===== src/rtl/slv_burst_arbiter_pkg.sv =====
// ip_arb_pkg: shared state, source and width definitions for the slave burst arbiter
package ip_arb_pkg;
    typedef enum logic [1:0] {IDLE, XFER, WAIT_CMPLT, DONE} arb_state_t;
    typedef enum logic {SRC0, SRC1} src_t;
    localparam int MODE_W = 2;
endpackage


===== src/rtl/slv_burst_arbiter_rr_picker.sv =====
// rr_picker: combinational 2-way pick; a lone request wins outright, a tie goes to rr_ptr
module rr_picker
    import ip_arb_pkg::*;
(
    input  logic [1:0] req_i,
    input  src_t       rr_ptr_i,
    output logic       gnt_o,
    output src_t       src_o
);
    assign gnt_o = |req_i;
    assign src_o = (req_i == 2'b11) ? rr_ptr_i : src_t'(req_i[1]);
endmodule


===== src/rtl/slv_burst_arbiter.sv =====
// slv_burst_arbiter: round-robin, burst-locked sharing of one processing engine between two slaves
module slv_burst_arbiter
    import ip_arb_pkg::*;
#(
    parameter int DW      = 32,
    parameter int LENW    = 8,
    parameter bit RR_INIT = 1'b0
) (
    input  logic              clk,
    input  logic              rst,
    input  logic [MODE_W-1:0] slv0_mode,
    input  logic [MODE_W-1:0] slv1_mode,
    input  logic              slv0_data_valid,
    input  logic              slv1_data_valid,
    input  logic [LENW-1:0]   slv0_proc_valid,
    input  logic [LENW-1:0]   slv1_proc_valid,
    input  logic [DW-1:0]     slv0_data,
    input  logic [DW-1:0]     slv1_data,
    input  logic              proc_cmplt,
    input  logic              fifo_full,
    input  logic              fifo_empty,
    output logic [MODE_W-1:0] slvx_mode,
    output logic              slvx_data_valid,
    output logic [LENW-1:0]   slvx_proc_val,
    output logic [DW-1:0]     slvx_data,
    output logic              slv0_ready,
    output logic              slv1_ready,
    output logic              data_source,
    output logic              mstr0_cmplt
);
    arb_state_t        state_q, state_d;
    src_t              rr_q, rr_d, src_q, src_d, pick;
    logic              gnt, rdy, acc, g_valid, unused_ok;
    logic [MODE_W-1:0] mode_q, mode_d;
    logic [LENW-1:0]   len_q, len_d, cnt_q, cnt_d;
    logic [DW-1:0]     data_q, data_d, g_data;
    logic              dval_q, dval_d;

    rr_picker u_pick (
        .req_i    ({slv1_data_valid, slv0_data_valid}),
        .rr_ptr_i (rr_q),
        .gnt_o    (gnt),
        .src_o    (pick)
    );

    assign unused_ok       = fifo_empty;
    assign rdy             = (state_q == XFER) && !fifo_full;
    assign g_valid         = (src_q == SRC1) ? slv1_data_valid : slv0_data_valid;
    assign g_data          = (src_q == SRC1) ? slv1_data : slv0_data;
    assign acc             = rdy && g_valid;
    assign slv0_ready      = rdy && (src_q == SRC0);
    assign slv1_ready      = rdy && (src_q == SRC1);
    assign slvx_mode       = mode_q;
    assign slvx_proc_val   = len_q;
    assign slvx_data       = data_q;
    assign slvx_data_valid = dval_q;
    assign data_source     = src_q;
    assign mstr0_cmplt     = (state_q == DONE);

    always_comb begin
        state_d = state_q;
        rr_d    = rr_q;
        src_d   = src_q;
        mode_d  = mode_q;
        len_d   = len_q;
        cnt_d   = cnt_q;
        data_d  = acc ? g_data : data_q;
        dval_d  = acc;
        case (state_q)
            IDLE: if (gnt) begin
                state_d = XFER;
                src_d   = pick;
                mode_d  = (pick == SRC1) ? slv1_mode : slv0_mode;
                len_d   = (pick == SRC1) ? slv1_proc_valid : slv0_proc_valid;
                // a zero-length request still moves exactly one beat
                cnt_d   = (len_d == '0) ? LENW'(1) : len_d;
            end
            XFER: if (acc) begin
                cnt_d = cnt_q - LENW'(1);
                if (cnt_q == LENW'(1)) state_d = WAIT_CMPLT;
            end
            WAIT_CMPLT: if (proc_cmplt) state_d = DONE;
            DONE: begin
                rr_d    = src_t'(~src_q);
                state_d = IDLE;
            end
            default: state_d = IDLE;
        endcase
    end

    always_ff @(posedge clk or posedge rst) begin
        if (rst) begin
            state_q <= IDLE;
            rr_q    <= src_t'(RR_INIT);
            src_q   <= SRC0;
            mode_q  <= '0;
            len_q   <= '0;
            cnt_q   <= '0;
            data_q  <= '0;
            dval_q  <= 1'b0;
        end else begin
            state_q <= state_d;
            rr_q    <= rr_d;
            src_q   <= src_d;
            mode_q  <= mode_d;
            len_q   <= len_d;
            cnt_q   <= cnt_d;
            data_q  <= data_d;
            dval_q  <= dval_d;
        end
    end
endmodule


===== config.mk =====
export PLATFORM = sky130hd
export DESIGN_NAME = slv_burst_arbiter
export DESIGN_NICKNAME = d
export VERILOG_FILES = /design/src/rtl/slv_burst_arbiter_pkg.sv /design/src/rtl/slv_burst_arbiter_rr_picker.sv /design/src/rtl/slv_burst_arbiter.sv
export SDC_FILE = /design/constraint.sdc
export NUM_CORES = 1
export LEC_CHECK = 0
export ABC_AREA = 1
export BUFFER_PORTS_ARGS = -buffer_cell sky130_fd_sc_hd__clkbuf_2
export CAP_MARGIN = 0
export CORE_MARGIN = 5
export CORE_UTILIZATION = 47
export CTS_BUF_LIST = sky130_fd_sc_hd__clkbuf_16
export DETAILED_ROUTE_END_ITERATION = 7
export PLACE_DENSITY = 0.85
export SYNTH_ARGS = -nofsm -noshare
export SYNTH_HDL_FRONTEND = slang
export SYNTH_HIERARCHICAL = 1
export SYNTH_SLANG_ARGS = --single-unit

===== constraint.sdc =====
create_clock -name clk -period 1.9 [get_ports clk]
set_input_delay 0.095 -clock clk [delete_from_list [all_inputs] [get_ports clk]]
set_output_delay 0.095 -clock clk [all_outputs]
set_load 0.05 [all_outputs]

==> results.md <==
* R2r setup slk at 0.26 ns
* Pwr Density at ~1900 mW/mm²
* Clock Latency Late Sink at 0.29 ns
* Final Max Tran Viols at 0
* Count of input and output buffers at 136
* H-tree Lvls at 2
* Post-synth EDFFs at 0
* Largest net degree at the start of global routing at 66
* Clk pin slew, worst setup/hold paths at 0.07 ns
* Core footprint at between 0.006 and 0.007 mm²
* CTS Buf Count at 5
* Layout Area Growth over Synthesis at 30.9%
* CP Capture Type: primary output
* Detail Route Antenna Nets at 0
* Ant diodes at 0
* Yosys top cell by area: dfrtp_1
* Initial drt markers at 109
* Data arrival, critical path at 1.66 ns
* Chip width at between 80 and 90 µm
* Final WL at 8.00 mm
* Buf/Inv on CP at 4
* Starting Density at 47.7%
* CP max stage delay at 0.41 ns
* Number of detailed-route iterations in the first pass at 5
* Hold Crit Endpoint: slvx_mode[1]$_DFFE_PP0P_
* Final Hold Fails at 0
* First-pass GRT wire length at about 14 mm
* Maxcap violations at 0
* Die area at 0.00807 mm²
* Vias in the first global route at 3008
* R2R Path End: cnt_q[6]$_DFFE_PP0P_
* Chain of cells forming the critical path: inv_1 -> ha_1 -> inv_2 -> nor2_2 -> inv_1 -> nor2_1 -> clkbuf_2
* Sequential element share of the synthesized area at 45.9%
* Synthesized area per cell at 7.70 µm²
* Final setup vio count at 0
* Synth warn at 6
* Startpoint types: register
* Final #Nets at 620
* Most frequent cell on the critical path: inv_1
* CTS resizes at 0
* GPL Wtd Cong at 0.838
* Min-delay src: slv1_mode[1]
* Crit path kind: reg2out
* Post-synth ARST share at 100%
* Largest delay share family, worst path: buffers and inverters
* I/O pin cnt at 138
* Antenna violations before repair at 0
* Reg2reg start: state_q[1]$_DFFE_PP0P_
* Most common flop cell mapped by yosys: dfrtp_1
* Synth top area share at 45.9%
* Worst EP required at between 1.5 and 2 ns
* Maximum clock path buffer count at 2
* Place WS at roughly 0.27 ns
* Final period util at 92.2%
* Die Ht at 89.9 µm
* Worst VDD drop at 0.00101 V
* Setup TNS at 0 ns
* Vias at 3048
* WHS Path Cells at 3
* Relative slew margins at about three fifths
* Crit-path slowest cell: dfrtp_1
* CTS tree: built
* FMAX at 571 MHz
* Path depth of the worst reg2reg path at 11
* Outcome: finished clean
* Lkg Pwr at 0.00222 µW
* Crit-path max FO at 8
* Synth cell types at 24
* Share of post-route cells with drive strength above 1 at ~33%
* Most common cell in the synthesized netlist: nand2_1
* DR WL/cell at approximately 13 µm
* Syn Inst Count at 389
* Via/cell ratio at 5.07
* Register bit count reported by yosys at 55
* Min Tclk post-route at 1.75 ns
* Clk_skew at ~0.0032 ns
* GRT Total Usage at 19.8%
* Mapped Nets at 486
* Cell area after synthesis at 0.00300 mm²
* Final setup margin at 0.149 ns
* Synth area leaders: dfrtp_1 (46%), nand2_1 (14%), nor2_1 (11%), o31ai_2 (7.1%), inv_1 (4.1%)
* Root Driver: clkbuf_16
* Grt total ovfl at 0
* Unrepaired setup endpoints after global routing: false
* Most frequent cells after synthesis: nand2_1 (110), nor2_1 (85), dfrtp_1 (55), inv_1 (33)
* Hpwl dp at 6.24 mm
* Standard-cell row count at 29
* Hold Crit Class: in2reg
* Sink Count at 55
* Worst Tran Pin Value at 0.600 ns
* # DRC at 0
-- state kept, by name, summed over array words and instances (netlist names) --
name and count:
slvx_data 32, cnt_q 8, slvx_proc_val 8, slvx_mode 2, state_q 2, data_source 1
rr_q 1, slvx_data_valid 1
-- worst max path at each step --
stage	from	end	slack [ns]	cells after the start
floorplan	data_source$_DFFE_PP0P_	slv1_ready	0.03	4
global placement	state_q[1]$_DFFE_PP0P_	cnt_q[5]$_DFFE_PP0P_	0.33	11
detailed placement	state_q[1]$_DFFE_PP0P_	cnt_q[6]$_DFFE_PP0P_	0.27	11
CTS	state_q[1]$_DFFE_PP0P_	slv0_ready	0.14	7
global route	state_q[1]$_DFFE_PP0P_	slv0_ready	0.04	7
finish	state_q[1]$_DFFE_PP0P_	slv0_ready	0.15	7
-- metrics by stage --
step	hold WS [ns]	instance area (µm²)	utilization (%)	cells	total power [µW]
floorplan	0.236	3000	-	389	5390
global placement	0.187	3770	60.1	592	6350
detailed placement	0.190	3770	60.1	592	6460
CTS	0.0300	3920	62.5	601	7370
global route	0.0426	3920	62.5	601	7850
finish	0.0352	3920	62.5	601	7320
-- layer usage --
layer | track usage, % | routed length [µm] | up-vias
li1 | - | - | 1503
met1 | 24.0 | 3440 | 1389
met2 | 34.0 | 3750 | 143
met3 | 6.09 | 696 | 13
met4 | 5.33 | 117 | 0
met5 | 0 | 0 | -
-- final cells by class --
type	instances	area [µm²]
Clock inverter	3	16.3
Fill cell	556	2350
Tap cell	77	96.3
Timing Repair Buffer	145	791
Sequential cell	55	1380
Inverter	36	138
Multi-Input combinational cell	280	1380
Clock buffer	5	125
-- cell usage in the layout (no fill, tap or decap), drive strengths merged --
cell	instances
clkbuf	140
nand2	113
nor2	86
dfrtp	55
inv	37
o31ai	32
o21ai	18
nand3	9
buf	9
a21oi	8
ha	6
nand4	3
a31oi	2
clkinv	2
o22ai	1
nor3	1
dlygate4sd3	1
or2	1
-- power by group --
| part | total [µW] | switching, µW | internal, µW |
|---|---|---|---|
| clock | 877 | 395 | 482 |
| combinational | 4390 | 3240 | 1140 |
| sequential | 2050 | 322 | 1730 |
-- logic make-up (layout without fill, tap and decap cells) --
logic type      Yosys count  count (layout)  share of synthesized area [%]
simple gates            213             213                           27.8
compound gates           61              61                           15.8
flops                    55              55                           45.9
buf+inv                  54             189                           7.98
fa+ha+maj                 6               6                           2.51
-- worst reg2reg max path, stage by stage, from the launching register on --
cell and delay, ns:
dfrtp_1 0.41, inv_1 0.10, ha_1 0.18, inv_2 0.09
nor2_2 0.13, nand2_2 0.10, nand2_2 0.11, nand2_2 0.12
inv_4 0.13, nand2_1 0.06, nand2_1 0.06, inv_1 0.04
-- timing repair --
action	in CTS	in global routing
hold buffers	1	0
endpoints found under the hold margin	27	0
buffers inserted	0	0
(Power assumes the default switching activity.)
